--- config.mk ---
export PLATFORM = sky130hd
export DESIGN_NAME = regfile_write_arbiter
export DESIGN_NICKNAME = d
export VERILOG_FILES = /design/src/rtl/regfile_write_arbiter.sv
export SDC_FILE = /design/constraint.sdc
export NUM_CORES = 1
export LEC_CHECK = 0
export CAP_MARGIN = 30
export CORE_AREA = 2 2 100 102
export CTS_CLUSTER_DIAMETER = 50
export DETAILED_ROUTE_END_ITERATION = 12
export DIE_AREA = 0 0 102 104
export PLACE_DENSITY = 0.75
export SETUP_SLACK_MARGIN = 0.3
export SYNTH_ARGS = -nofsm -noshare
export SYNTH_HDL_FRONTEND = slang
export SYNTH_SLANG_ARGS = --single-unit
--- constraint.sdc ---
create_clock -name clk -period 5.8 [get_ports clk]
set_clock_uncertainty 0.15 [all_clocks]
set_input_delay 1.45 -clock clk [delete_from_list [all_inputs] [get_ports clk]]
set_output_delay 1.45 -clock clk [all_outputs]
set_load 0.02 [all_outputs]
--- src/rtl/regfile_write_arbiter.sv ---
// Arbitrates the single regfile write port between writeback (wb) and a multi-cycle unit (mc),
// with a starvation override for mc. Optional read bypass when RFARB_BYPASS_EN is defined.
module regfile_write_arbiter #(
  parameter int unsigned STARVE_LIMIT = 4
) (
  input  logic        clk,
  input  logic        rst_n,
  input  logic        wb_valid,
  input  logic [4:0]  wb_addr,
  input  logic [31:0] wb_data,
  input  logic        mc_valid,
  input  logic [4:0]  mc_addr,
  input  logic [31:0] mc_data,
  output logic        mc_ready,
  output logic        pipe_stall,
  output logic        rf_we,
  output logic [4:0]  rf_waddr,
  output logic [31:0] rf_wdata,
  input  logic [4:0]  rd_addr1,
  input  logic [4:0]  rd_addr2,
  input  logic [31:0] rf_rdata1,
  input  logic [31:0] rf_rdata2,
  output logic [31:0] rd_data1,
  output logic [31:0] rd_data2
);

  localparam int unsigned CntW = $clog2(STARVE_LIMIT + 1);
  localparam logic [CntW-1:0] CntLimit = CntW'(STARVE_LIMIT);

  typedef enum logic {StNormal, StOverride} state_e;

  state_e          state_q, state_d;
  logic [CntW-1:0] wait_cnt_q, wait_cnt_d, wait_cnt_inc;
  logic            wb_req, mc_req;
  logic            grant_wb, grant_mc;

  // Writes to register 0 are never requests; mc still gets its handshake so it can move on.
  assign wb_req       = wb_valid && (wb_addr != 5'd0);
  assign mc_req       = mc_valid && (mc_addr != 5'd0);
  assign wait_cnt_inc = wait_cnt_q + CntW'(1);

  always_comb begin
    grant_wb   = 1'b0;
    grant_mc   = 1'b0;
    mc_ready   = 1'b0;
    pipe_stall = 1'b0;
    state_d    = StNormal;
    wait_cnt_d = '0;
    unique case (state_q)
      StOverride: begin
        // mc wins; a wb request is held back one cycle and lands afterwards.
        if (mc_req) begin
          grant_mc   = 1'b1;
          pipe_stall = wb_req;
        end else begin
          grant_wb = wb_req;
        end
        mc_ready = mc_valid;
      end
      default: begin
        if (wb_req) begin
          grant_wb = 1'b1;
          if (mc_req) begin
            wait_cnt_d = wait_cnt_inc;
            if (wait_cnt_inc >= CntLimit) begin
              state_d = StOverride;
            end
          end
        end else begin
          grant_mc = mc_req;
        end
        mc_ready = mc_valid && (!mc_req || !wb_req);
      end
    endcase
  end

  always_ff @(posedge clk or negedge rst_n) begin
    if (!rst_n) begin
      state_q    <= StNormal;
      wait_cnt_q <= '0;
      rf_we      <= 1'b0;
      rf_waddr   <= 5'd0;
      rf_wdata   <= 32'd0;
    end else begin
      state_q    <= state_d;
      wait_cnt_q <= wait_cnt_d;
      rf_we      <= grant_wb || grant_mc;
      if (grant_mc) begin
        rf_waddr <= mc_addr;
        rf_wdata <= mc_data;
      end else if (grant_wb) begin
        rf_waddr <= wb_addr;
        rf_wdata <= wb_data;
      end
    end
  end

`ifdef RFARB_BYPASS_EN
  // Forward the write being committed this cycle so readers never see stale data.
  assign rd_data1 = (rf_we && (rf_waddr == rd_addr1) && (rd_addr1 != 5'd0)) ? rf_wdata
                                                                             : rf_rdata1;
  assign rd_data2 = (rf_we && (rf_waddr == rd_addr2) && (rd_addr2 != 5'd0)) ? rf_wdata
                                                                             : rf_rdata2;
`else
  logic unused_rd_addr;
  assign unused_rd_addr = ^{rd_addr1, rd_addr2};
  assign rd_data1       = rf_rdata1;
  assign rd_data2       = rf_rdata2;
`endif

`ifndef SYNTHESIS
  stall_not_back_to_back: assert property (
    @(posedge clk) disable iff (!rst_n) pipe_stall |=> !pipe_stall);
  single_grant: assert property (
    @(posedge clk) disable iff (!rst_n) !(grant_wb && grant_mc));
`endif

endmodule

==> summary.txt, run 1 <==
Placement
  – HPWL Detailed: 4750 um
  – PortBufs: 117
  – RePlAce Congestion: 0.798
  – Placed instance count: 386

GRT
  – Initial antenna violation count: 0
  – Largest net degree at the start of global routing: 42
  – First-pass GRT wire length: 10,200 um
  – Overall Global Routing Usage: 12.3%
  – Vias in the first global route: 2,051
  – GRT overflow: 0

Synth
  – Register area share after synthesis: 41.5%
  – Synth cell types: 19
  – Yosys reg bits: 41
  – Synth Instances: 211
  – Synth Warn #: 0
  – Syn_area_per_cell: 11.7 um2
  – Syn_nets: 364
  – Netlist Area Pre-Place: 2470 um2

Pwr
  – Power density over the cells: 222 nW/um2
  – Net Switching: 216 uW
  – Peak VDD IR: 0.0000812 V
  – Internal: 526 uW
  – Leakage: 0.00123 uW
  – Flop pwr share: 44.1%
  – Sw Ratio: 29.1%
  – Clock network fraction of design power: 25.2%
  – Logic pwr share: 30.7%

Timing
  – Worst slew pin tran: 0.422 ns
  – Hold Vio Cnt, Final: 0
  – Setup_tns: 0 ns
  – Period utilization: 87.2%
  – Fmax: 198 MHz
  – Slew margin rel.: 71.8%
  – RSZ-0062 raised after global routing: no
  – Final setup violating endpoints: 0
  – Crit path time final: 5.06 ns
  – Max-slew violations: 0

Worst setup path
  – CP required: 4.20 ns
  – Critical-path cell list: clkdlybuf4s50_1 -> or4_4 -> o21ai_4 -> nor3_1 -> nor2b_1 -> clkdlybuf4s50_1
  – CP max-delay cell: clkdlybuf4s50_1
  – CP top delay family: buffers and inverters
  – CP peak stage delay: 0.62 ns
  – Buf/Inv on CP: 2
  – Cell mode on critical path: clkdlybuf4s50_1
  – CP arrival: 3.46 ns
  – CP startpoint kind: input port
  – Worst setup EP type: output pin
  – Kind of critical path: in2out
  – CP max FO: 3

Clock network
  – Root cell of the clock tree: clkbuf_8
  – Post-CTS Repair Setup Buffers: 0
  – Num CTS Buffers: 5
  – Clock slew at reported path FFs: 0.08 ns
  – Clk buf depth: 2
  – Post-CTS Resized: 0
  – H-tree depth: 2
  – # hold bufs at CTS: 0
  – Later-pin clock latency in the skew report: 0.29 ns
  – Clock sink count: 41
  – TritonCTS clock tree: built

Floorplanning
  – DIE AREA: 10,600 um2
  – Top Ports: 256
  – Starting Density: 25.9%
  – DIE WIDTH: 102 um
  – Die Height: 104 um
  – Rows: 36
  – Core footprint: 9550 um2

Finish
  – Area grow syn2layout: 35.1%
  – Layout Cells excl Fill: 395
  – Share of cells above drive strength 1: 9.54%
  – Diode count: 0
  – Post-layout net count: 414
  – Most frequent cells in the layout: clkdlybuf4s50_1, dfrtp_1, nand3b_1, o221a_1
  – Commonest non-fill, non-tap cell in the layout: clkdlybuf4s50_1

Routing
  – Pre-antenna DRT Iters: 4
  – Starting DRT DRC Count: 33
  – Total Wirelength: 6850 um
  – Wire per inst: 17.3 um
  – Drt via density: 4.79
  – DR DRC count: 0
  – Final antenna-violating net count: 0
  – Via count: 1,894

Job
  – Number of max-cap violations: 0

Status
  – Status: completed

Worst hold path
  – Hold Path Class: reg2reg
-- sequential cells by signal, summed over array words and instances, names as in the netlist --
register	count
wait_cnt_q	2
rf_we	1
state_q	1
rf_waddr	5
rf_wdata	32
-- worst register-to-register path, delay by kind of cell, from the launching register on --
kind	cells	cell delay, ns
buffers and inverters	1	0.08
AND/OR/NAND/NOR	1	0.30
AO/OA/AOI/OAI	2	0.51
flip-flops	1	0.42
-- area by class of cell --
| type | count | area [um2] |
|---|---|---|
| clock inverter | 2 | 10.0 |
| sequential | 41 | 1030 |
| timing repair buffer | 120 | 1200 |
| fill | 980 | 6210 |
| multi-input combinational | 91 | 856 |
| inverter | 2 | 7.51 |
| clock buffer | 6 | 72.6 |
| tap | 133 | 166 |
-- path summary, 6_finish.rpt --
path,from,end,slack [ns],cells after the start
max reg2reg,state_q,rf_wdata[13],4.22,4
min reg2reg,wait_cnt_q[0],wait_cnt_q[0],0.30,1
max in group asynchronous,rst_n,rf_wdata[12],4.28,2
min,wait_cnt_q[0],wait_cnt_q[0],0.30,1
min in group asynchronous,rst_n,rf_waddr[0],0.80,1
max,wb_addr[2],mc_ready,0.74,6
-- metrics by stage --
stage	hold slack, ns	total power [uW]	utilization, %	area, um2	setup WS [ns]
floorplan	0.268	494	-	2470	1.58
global placement	0.279	555	33.9	3240	0.761
detailed placement	0.290	560	33.9	3240	0.751
CTS	0.302	753	34.8	3320	0.731
global route	0.320	782	35.0	3340	0.668
finish	0.300	742	35.0	3340	0.743
-- metal layers --
| layer | GRT usage, % | vias to the layer above | share of wire, % | wire length (um) |
|---|---|---|---|---|
| li1 | - | 819 | - | - |
| met1 | 14.2 | 935 | 41 | 2820 |
| met2 | 20.7 | 111 | 47 | 3210 |
| met3 | 3.43 | 29 | 8.7 | 594 |
| met4 | 5.90 | 0 | 3.2 | 221 |
| met5 | 0 | - | 0 | 0 |
-- cell families after synthesis --
kind of cell | count (synthesis) | synth area share, %
and+or+nand+nor | 49 | 15.2
adders and majority gates | 1 | 0.506
AOI/OAI and AO/OA | 41 | 18.9
buffers and inverters | 79 | 23.9
DFF | 41 | 41.5
-- power groups by stage --
stage | Combinational (uW) | Clock [uW] | Sequential, uW
5_1_grt | 241 | 210 | 331
4_1_cts | 228 | 197 | 328
3_3_place_gp | 223 | 0 | 332
3_5_place_dp | 228 | 0 | 332
6_report | 228 | 187 | 327
2_1_floorplan | 128 | 0 | 366
-- cell usage after synthesis --
cell | instances | share of area, %
a221o_1 | 5 | 2.0
and2_1 | 4 | 1.0
and3_2 | 5 | 1.5
buf_2 | 7 | 1.4
buf_4 | 64 | 19
buf_6 | 6 | 2.7
dfrtp_1 | 41 | 41
ha_1 | 1 | 0.51
inv_1 | 1 | 0.15
inv_2 | 1 | 0.15
nand2b_4 | 2 | 1.1
nand3b_1 | 32 | 9.7
nor2b_1 | 1 | 0.25
nor3_1 | 2 | 0.40
nor4_1 | 1 | 0.25
o211ai_2 | 2 | 1.0
o21ai_4 | 2 | 1.3
o221a_1 | 32 | 15
or4_4 | 2 | 0.91
(Power assumes the default switching activity.)
==> run 2: changes to the inputs <==
==> constraint.sdc (replaced) <==
create_clock -name clk -period 5.8 [get_ports clk]
set_clock_uncertainty 0.15 [all_clocks]
set_input_delay 1.45 -clock clk [delete_from_list [all_inputs] [get_ports clk]]
set_output_delay 1.45 -clock clk [all_outputs]
set_load 0.05 [all_outputs]
==> run 2 against run 1 <==
Sequential cell count did not move. Clock power up 48%. Utilization grew 0.62 points. Cell count unchanged. Fmax rose by 3.2%. Routed wire length down 2.4%. Power grew 21%. Critical path depth unchanged. Die area is the same. Setup slack better by 0.16 ns. First-iteration DRC count up 76%. Critical path type unchanged. Critical endpoint is now pipe_stall. Largest power group unchanged.
==> summary.txt, run 2 (synthesized netlist as in run 1, its figures left out) <==
Finish
  – Util after Layout: 35.6%
  – Layout Cells excl Fill: 395
  – Most frequent cells in the layout: clkdlybuf4s50_1, dfrtp_1, nand3b_1, o221a_1
  – Share of cells above drive strength 1: 10.7%
  – Diode count: 0
  – Largest Register: rf_wdata
  – Top flop regs: rf_wdata: 32 flops, rf_waddr: 5 flops, wait_cnt_q: 2 flops
  – Area grow syn2layout: 37.4%
  – Commonest non-fill, non-tap cell in the layout: clkdlybuf4s50_1
  – Post-layout net count: 414
  – Max FFs per register: 32

Timing
  – Worst slew pin tran: 0.592 ns
  – Setup_tns: 0 ns
  – Slew margin rel.: 60.4%
  – Fmax: 204 MHz
  – Hold Vio Cnt, Final: 0
  – Final setup violating endpoints: 0
  – Period utilization: 84.5%
  – Min Hold Slack: 0.310 ns
  – Crit path time final: 4.90 ns
  – Max-slew violations: 0
  – RSZ-0062 raised after global routing: no

Placement
  – Placed instance count: 386
  – RePlAce Congestion: 0.777
  – PortBufs: 117
  – HPWL Detailed: 4690 um

Clock network
  – Root cell of the clock tree: clkbuf_8
  – Clk buf depth: 2
  – TritonCTS clock tree: built
  – Post-CTS Repair Setup Buffers: 0
  – H-tree depth: 2
  – Later-pin clock latency in the skew report: 0.29 ns
  – Clock slew at reported path FFs: 0.09 ns
  – # hold bufs at CTS: 0
  – Num CTS Buffers: 5
  – Clock sink count: 41
  – Post-CTS Resized: 0

Worst setup path
  – FF-to-FF End: rf_wdata[25]
  – Start of the worst register-to-register path: state_q
  – Critical-path cell list: clkdlybuf4s50_1 -> or4_4 -> o21ai_4 -> buf_4 -> nor3_1 -> buf_4
  – CP max FO: 36
  – CP max-delay cell: or4_4
  – Cell mode on critical path: buf_4
  – Worst reg2reg setup slack: 4.25 ns
  – Worst setup EP type: output pin
  – R2R depth: 4
  – CP startpoint kind: input port
  – CP peak stage delay: 0.57 ns
  – Kind of critical path: in2out
  – CP required: 4.20 ns
  – CP arrival: 3.30 ns

Routing
  – Starting DRT DRC Count: 58
  – Drt via density: 4.83
  – DR DRC count: 0
  – Final antenna-violating net count: 0
  – Pre-antenna DRT Iters: 4
  – Wire per inst: 16.9 um
  – Total Wirelength: 6680 um
  – Via count: 1,909

Floorplanning
  – Starting Density: 25.9%
  – Top Ports: 256
  – Die Height: 104 um
  – Core footprint: 9550 um2
  – DIE WIDTH: 102 um
  – DIE AREA: 10,600 um2
  – Rows: 36

GRT
  – Routing usage on met1: 13.7%
  – Overall Global Routing Usage: 12.1%
  – Largest net degree at the start of global routing: 42
  – First-pass GRT wire length: 10,100 um
  – Met2 usage: 20.3%
  – Vias in the first global route: 2,013
  – GRT overflow: 0
  – Met3 Usage GRT: 3.29%
  – Initial antenna violation count: 0
  – GRT busiest layer: met2

Job
  – Number of max-cap violations: 0

Worst hold path
  – Hold path cells: 1
  – Hold path startpoint: wait_cnt_q[0]
  – Worst hold endpoint: wait_cnt_q[0]
  – Hold Path Class: reg2reg

Pwr
  – Power Total: 897 uW
  – Power density over the cells: 264 nW/um2
  – Leakage: 0.00126 uW
  – Peak VDD IR: 0.0000896 V

Status
  – Status: completed
[run 2: metrics by stage]
stage                     area, um2  setup WS, ns
after detailed placement       3240         0.920
after global placement         3240         0.912
final                          3400         0.898
after CTS                      3380         0.910
after floorplan                2470          1.19
after global routing           3400         0.820
[run 2: final cells by class]
cell class              count  area (um2)
well taps                 133         166
flip-flops and latches     41        1030
clock buffers               5        68.8
fillers                   955        6150
inverters                   2        7.51
multi-input cells          91         856
repair buffers            120        1210
clock inverters             3        65.1
[run 2: worst max-delay path by stage]
stage | endpoint | startpoint | cells past startpoint
finish | pipe_stall | mc_addr[1] | 6
global route | pipe_stall | mc_addr[1] | 6
CTS | pipe_stall | mc_addr[1] | 6
detailed placement | pipe_stall | mc_addr[1] | 6
global placement | pipe_stall | wb_addr[2] | 6
floorplan | mc_ready | mc_addr[1] | 4
[run 2: layer usage]
layer,wire [um],vias to the layer above
met2,3110,117
met1,2680,937
li1,-,822
met4,237,0
met5,0,-
met3,646,33
[run 2: critical path, delay by kind of cell]
family                 cells  cell delay, ns
and+or+nand+nor            2            0.67
buffers and inverters      3            1.03
AOI/OAI and AO/OA          1            0.15
[run 2: power by group]
| part | internal [uW] | total, uW | switching, uW |
|---|---|---|---|
| Clock | 171 | 276 | 105 |
| Sequential | 313 | 328 | 14.4 |
| Combinational | 129 | 293 | 163 |
| Total | 614 | 897 | 283 |
==> run 3: changes to the inputs <==
--- a/config.mk
+++ b/config.mk
@@ -6,11 +6,12 @@
 export NUM_CORES = 1
 export LEC_CHECK = 0
 export CAP_MARGIN = 30
-export CORE_AREA = 2 2 100 102
+export CORE_ASPECT_RATIO = 0.8
+export CORE_MARGIN = 1
+export CORE_UTILIZATION = 26
 export CTS_CLUSTER_DIAMETER = 50
 export DETAILED_ROUTE_END_ITERATION = 12
-export DIE_AREA = 0 0 102 104
-export PLACE_DENSITY = 0.75
+export PLACE_DENSITY = 0.78
 export SETUP_SLACK_MARGIN = 0.3
 export SYNTH_ARGS = -nofsm -noshare
 export SYNTH_HDL_FRONTEND = slang
==> constraint.sdc (replaced) <==
create_clock -name clk -period 4 [get_ports clk]
set_clock_uncertainty 0.15 [all_clocks]
set_input_delay 1 -clock clk [delete_from_list [all_inputs] [get_ports clk]]
set_output_delay 1 -clock clk [all_outputs]
set_load 0.05 [all_outputs]
==> run 3 against run 2 <==
The run now ends with DRC left. Sequential cell count stayed put. Non-clock buffer count grew 8. Cell count down 2.5%. Clock power up 52%. Setup slack got worse by 0.53 ns. Final area increased by 2.4%. Largest power group unchanged.
==> summary.txt, run 3 (synthesized netlist as in run 1, its figures left out) <==
Status
  – Status: complete, but fails checks
  – Failing checks: DRC

Finish
  – Post-layout net count: 422
  – Area grow syn2layout: 40.8%
  – Util after Layout: 38.0%
  – Diode count: 0
  – Max FFs per register: 32
  – Top flop regs: rf_wdata: 32 flops, rf_waddr: 5 flops, wait_cnt_q: 2 flops
  – Share of cells above drive strength 1: 14.1%
  – Most frequent cells in the layout: clkdlybuf4s50_1, dfrtp_1, nand3b_1, o221a_1, buf_4
  – Design Area, Final: 3480 um2
  – Commonest non-fill, non-tap cell in the layout: clkdlybuf4s50_1
  – Largest Register: rf_wdata

Worst setup path
  – Kind of critical path: in2out
  – CP peak stage delay: 0.46 ns
  – CP top delay family: simple AND/OR/NAND/NOR gates
  – Worst setup EP type: output pin
  – CP max FO: 3
  – CP arrival: 2.48 ns
  – CP startpoint kind: input port
  – CP required: 2.85 ns
  – Critical-path cell list: clkdlybuf4s50_1 -> or4_4 -> o21ai_4 -> nor3_4 -> nor2b_2 -> buf_12
  – CP max-delay cell: or4_4
  – Buf/Inv on CP: 2

Timing
  – RSZ-0062 raised after global routing: no
  – Period utilization: 90.8%
  – Hold Vio Cnt, Final: 0
  – Slew margin rel.: 64.6%
  – Worst slew pin tran: 0.530 ns
  – Crit path time final: 3.63 ns
  – Max-slew violations: 0
  – Fmax: 275 MHz
  – Final setup violating endpoints: 0
  – Setup_tns: 0 ns

Clock network
  – # hold bufs at CTS: 0
  – Root cell of the clock tree: clkbuf_16
  – Clock sink count: 41
  – Later-pin clock latency in the skew report: 0.28 ns
  – TritonCTS clock tree: built
  – Clock slew at reported path FFs: 0.06 ns
  – H-tree depth: 2
  – Num CTS Buffers: 5
  – Clk buf depth: 2

Floorplanning
  – Starting Density: 27.0%
  – Top Ports: 256
  – Rows: 31
  – DIE WIDTH: 111 um
  – DIE AREA: 9910 um2
  – Die Height: 89.2 um
  – Core footprint: 9150 um2

Routing
  – Pre-antenna DRT Iters: 8
  – Final antenna-violating net count: 0
  – Total Wirelength: 6540 um
  – Wire per inst: 17.0 um
  – Starting DRT DRC Count: 121
  – Via count: 1,903
  – DR DRC count: 26
  – Drt via density: 4.94

GRT
  – Overall Global Routing Usage: 12.9%
  – First-pass GRT wire length: 10,100 um
  – Largest net degree at the start of global routing: 42
  – Vias in the first global route: 1,915
  – GRT overflow: 0
  – Initial antenna violation count: 0

Placement
  – RePlAce Congestion: 0.774
  – HPWL Detailed: 4650 um
  – PortBufs: 117
  – Post-DP Area: 3240 um2

Pwr
  – Net Switching: 413 uW
  – Clock network fraction of design power: 31.6%
  – Leakage: 0.00132 uW
  – Logic pwr share: 32.5%
  – Internal: 912 uW
  – Power Total: 1320 uW
  – Sw Ratio: 31.2%
  – Flop pwr share: 35.9%
  – Peak VDD IR: 0.000141 V
  – Power density over the cells: 381 nW/um2

Job
  – Number of max-cap violations: 0

Worst hold path
  – Hold Path Class: reg2reg
==> run 3: changes by cell type in the layout (fill, tap and decap cells not counted), sizes merged <==
cell	previous run	this run
buf	6	14
bufinv	2	0
clkbuf	5	7
clkdlybuf4s50	114	108
dlygate4sd2	0	6
==> run 3: per-layer routing <==
| layer | vias to the layer above | part of all wire (%) | track usage, % |
|---|---|---|---|
| li1 | 839 | - | - |
| met1 | 924 | 42 | 16.3 |
| met2 | 120 | 46 | 19.8 |
| met3 | 20 | 10 | 5.29 |
| met4 | 0 | 1.5 | 5.41 |
| met5 | - | 0 | 0 |
==> run 3: what timing repair did <==
action	in CTS	in global routing
cloned	0	0
resized for setup	10	0
endpoints found under the setup margin	1	1
pin swaps	5	2
setup buffers	6	0
==> run 3: stage by stage <==
| step | hold slack [ns] | std cells | setup slack, ns |
|---|---|---|---|
| after floorplan | 0.268 | 211 | 0.390 |
| after global placement | 0.281 | 370 | 0.238 |
| after detailed placement | 0.283 | 370 | 0.226 |
| after CTS | 0.291 | 384 | 0.339 |
| after global routing | 0.296 | 385 | 0.303 |
| final | 0.288 | 385 | 0.367 |
==> run 3: area by class of cell <==
type                       count  area (um2)
fill                         909        5670
sequential                    41        1030
clock inverter                 1        5.00
inverter                       2        7.51
timing repair buffer         128        1280
multi-input combinational     91         870
clock buffer                   7         153
tap                          115         144
==> run 3: power by group through the flow <==
stage                     logic [uW]  registers (uW)  clock network [uW]
after floorplan                  267             622                   0
after global placement           419             481                   0
after detailed placement         425             482                   0
after CTS                        430             476                 437
after global routing             450             481                 460
final                            430             476                 419
==> run 3: path summary, 6_finish.rpt <==
check                               from            end  slack, ns  cells past startpoint
setup / recovery              wb_addr[2]       mc_ready       0.37                      6
hold / removal             wait_cnt_q[0]  wait_cnt_q[0]       0.29                      1
setup reg to reg                 state_q    rf_wdata[8]       2.37                      4
hold reg to reg            wait_cnt_q[0]  wait_cnt_q[0]       0.29                      1
max in group asynchronous          rst_n   rf_wdata[12]       2.68                      2
min in group asynchronous          rst_n    rf_waddr[2]       0.54                      1
==> variant, RTL diff (config.mk and constraints of run 3) <==
The parameter `STARVE_LIMIT` goes from 4 to 2.
--- a/src/rtl/regfile_write_arbiter.sv
+++ b/src/rtl/regfile_write_arbiter.sv
@@ -1,7 +1,7 @@
 // Arbitrates the single regfile write port between writeback (wb) and a multi-cycle unit (mc),
 // with a starvation override for mc. Optional read bypass when RFARB_BYPASS_EN is defined.
 module regfile_write_arbiter #(
-  parameter int unsigned STARVE_LIMIT = 4
+  parameter int unsigned STARVE_LIMIT = 2
 ) (
   input  logic        clk,
   input  logic        rst_n,
Behaviour: not the same (a bounded check fails within 4 cycles, from zero or initial values and one cycle with rst_n low).
==> variant against run 3 <==
- design area fell by 2.7%
- cell count shrank 1.8%
- die area shrank 1.2%
- synthesized cell count is 1.4% lower
- sequential cell count fell by 1
- power down 0.76%
- setup slack worse by 22 ps
- routed wire length down 1.5%
- synthesized area is 1.2% lower
- count of clock-buffer cells in the layout grew 1
==> variant: results (changes against run 3) <==
[cells_and_area]
final_layout_size_suffix_gt1_share_pct = 10.3  ; was 14.1%
reg.largest.list = rf_wdata (32), rf_waddr (5)  ; was rf_wdata (32), rf_waddr (5), wait_cnt_q (2)
fin_cells = 378  ; was 385
nNetsFinal = 414  ; was 422

[worst_setup_path]
cp_max_fo = 2  ; was 3
worstSetupStartpoint = wb_addr[0]  ; was wb_addr[2]
regToRegSetupSlack_ps = 2430  ; was 2370 ps
crit_path_max_incr_delay_ps = 530  ; was 460 ps

[detailed_routing]
dr.first_iter.drc_count = 84  ; was 121
via_per_inst = 4.98  ; was 4.94
drt_first_pass_iters = 4  ; was 8
wl_per_cell_um = 17.0  ; about the same

[pwr]
leakage_nw = 1.27  ; was 1.32 nW
p_seq_share_pct = 35.7  ; was 35.9%
peakVddDrop_uv = 190  ; was 141 uV
power.switching_w = 0.000425  ; was 0.000413 W
power.share.clock_pct = 31.0  ; was 31.6%

[place]
placedCellCount = 365  ; was 370
dpl_cell_area_um2 = 3180  ; was 3240 um^2
dp.final_hpwl_um = 4330  ; was 4650 um
pre_cts_slack_ps = 258  ; was 226 ps
gp_congestion = 0.742  ; was 0.774

[clock_network]
clkLatencyLatePin_ps = 280  ; about the same
postCtsSetupBuffers = 4  ; was 6
cts_resized = 5  ; was 10

[synth]
syn_avg_cell_area_um2 = 11.7  ; about the same
async_flop_share_pct = 100  ; unchanged
synth_nets = 360  ; was 364
ys_top_cells_by_area = dfrtp_1 41%, buf_4 20%, o221a_1 15%, nand3b_1 9.8%, a221o_1 2.0%  ; was dfrtp_1 41%, buf_4 19%, o221a_1 15%, nand3b_1 9.7%, buf_6 2.7%
synthFlopType = dfrtp_1  ; unchanged
synth_commonest_cells = 64 x buf_4, 40 x dfrtp_1, 32 x nand3b_1, 32 x o221a_1, 7 x buf_2  ; was 64 x buf_4, 41 x dfrtp_1, 32 x nand3b_1, 32 x o221a_1, 7 x buf_2
synth_cell_types = 20  ; was 19
yosysSeqAreaShare_pct = 41.0  ; was 41.5%

[global_route]
grt_pass1_vias = 1921  ; was 1915
grt_pass1_wl_um = 9320  ; was 10100 um
grt_max_degree = 41  ; was 42
track_usage_pct = 12.5  ; was 12.9%

[run_status]
status = complete, no violations  ; was finished with violations

[sta]
fin_hold_ws_ps = 273  ; was 288 ps
final.setup.worst_slack_ps = 345  ; was 367 ps
relSlewSlack_pct = 65.7  ; was 64.6%

[variant: cell count changes after synthesis]
| cell | run 3 | this run |
|---|---|---|
| and2_1 | 4 | 3 |
| dfrtp_1 | 41 | 40 |
| buf_8 | 0 | 3 |
| o211ai_2 | 2 | 1 |
| o211ai_4 | 0 | 1 |
| buf_6 | 6 | 3 |
| and3_1 | 0 | 5 |
| and3_2 | 5 | 0 |
| ha_1 | 1 | 0 |
[variant: area by class of cell]
cell class / count / area [um^2]
sequential: 40 / 1000
timing repair buffer: 124 / 1240
clock buffer: 8 / 146
fill: 882 / 5690
multi-input combinational: 89 / 847
tap: 115 / 144
inverter: 2 / 7.51
[variant: final timing paths]
kind / end / cells past startpoint
max reg2reg: rf_wdata[11]$_DFFE_PN0P_ / 4
min reg2reg: wait_cnt_q[0]$_DFF_PN0_ / 1
max: mc_ready / 6
min: wait_cnt_q[0]$_DFF_PN0_ / 1
max in group asynchronous: rf_wdata[28]$_DFFE_PN0P_ / 2
min in group asynchronous: wait_cnt_q[0]$_DFF_PN0_ / 1
[variant: cells by family after synthesis]
logic type	Yosys count	share of synthesized area [%]
buffers and inverters	79	24.6
DFF	40	41.0
AOI/OAI and AO/OA	41	19.5
and+or+nand+nor	48	14.9
[variant: through the flow]
step,power [W],util [%]
2_1_floorplan,0.000893,-
3_3_place_gp,0.000905,35.1
3_5_place_dp,0.000911,35.1
4_1_cts,0.00133,37.0
5_1_grt,0.00138,37.3
6_report,0.00131,37.3
[variant: per-layer routing]
metal	track usage, %	part of all wire (%)	up-vias
li1	-	-	824
met1	15.6	43	935
met2	19.6	46	105
met3	4.49	9.4	20
met4	5.26	1.6	0
met5	0	0	-
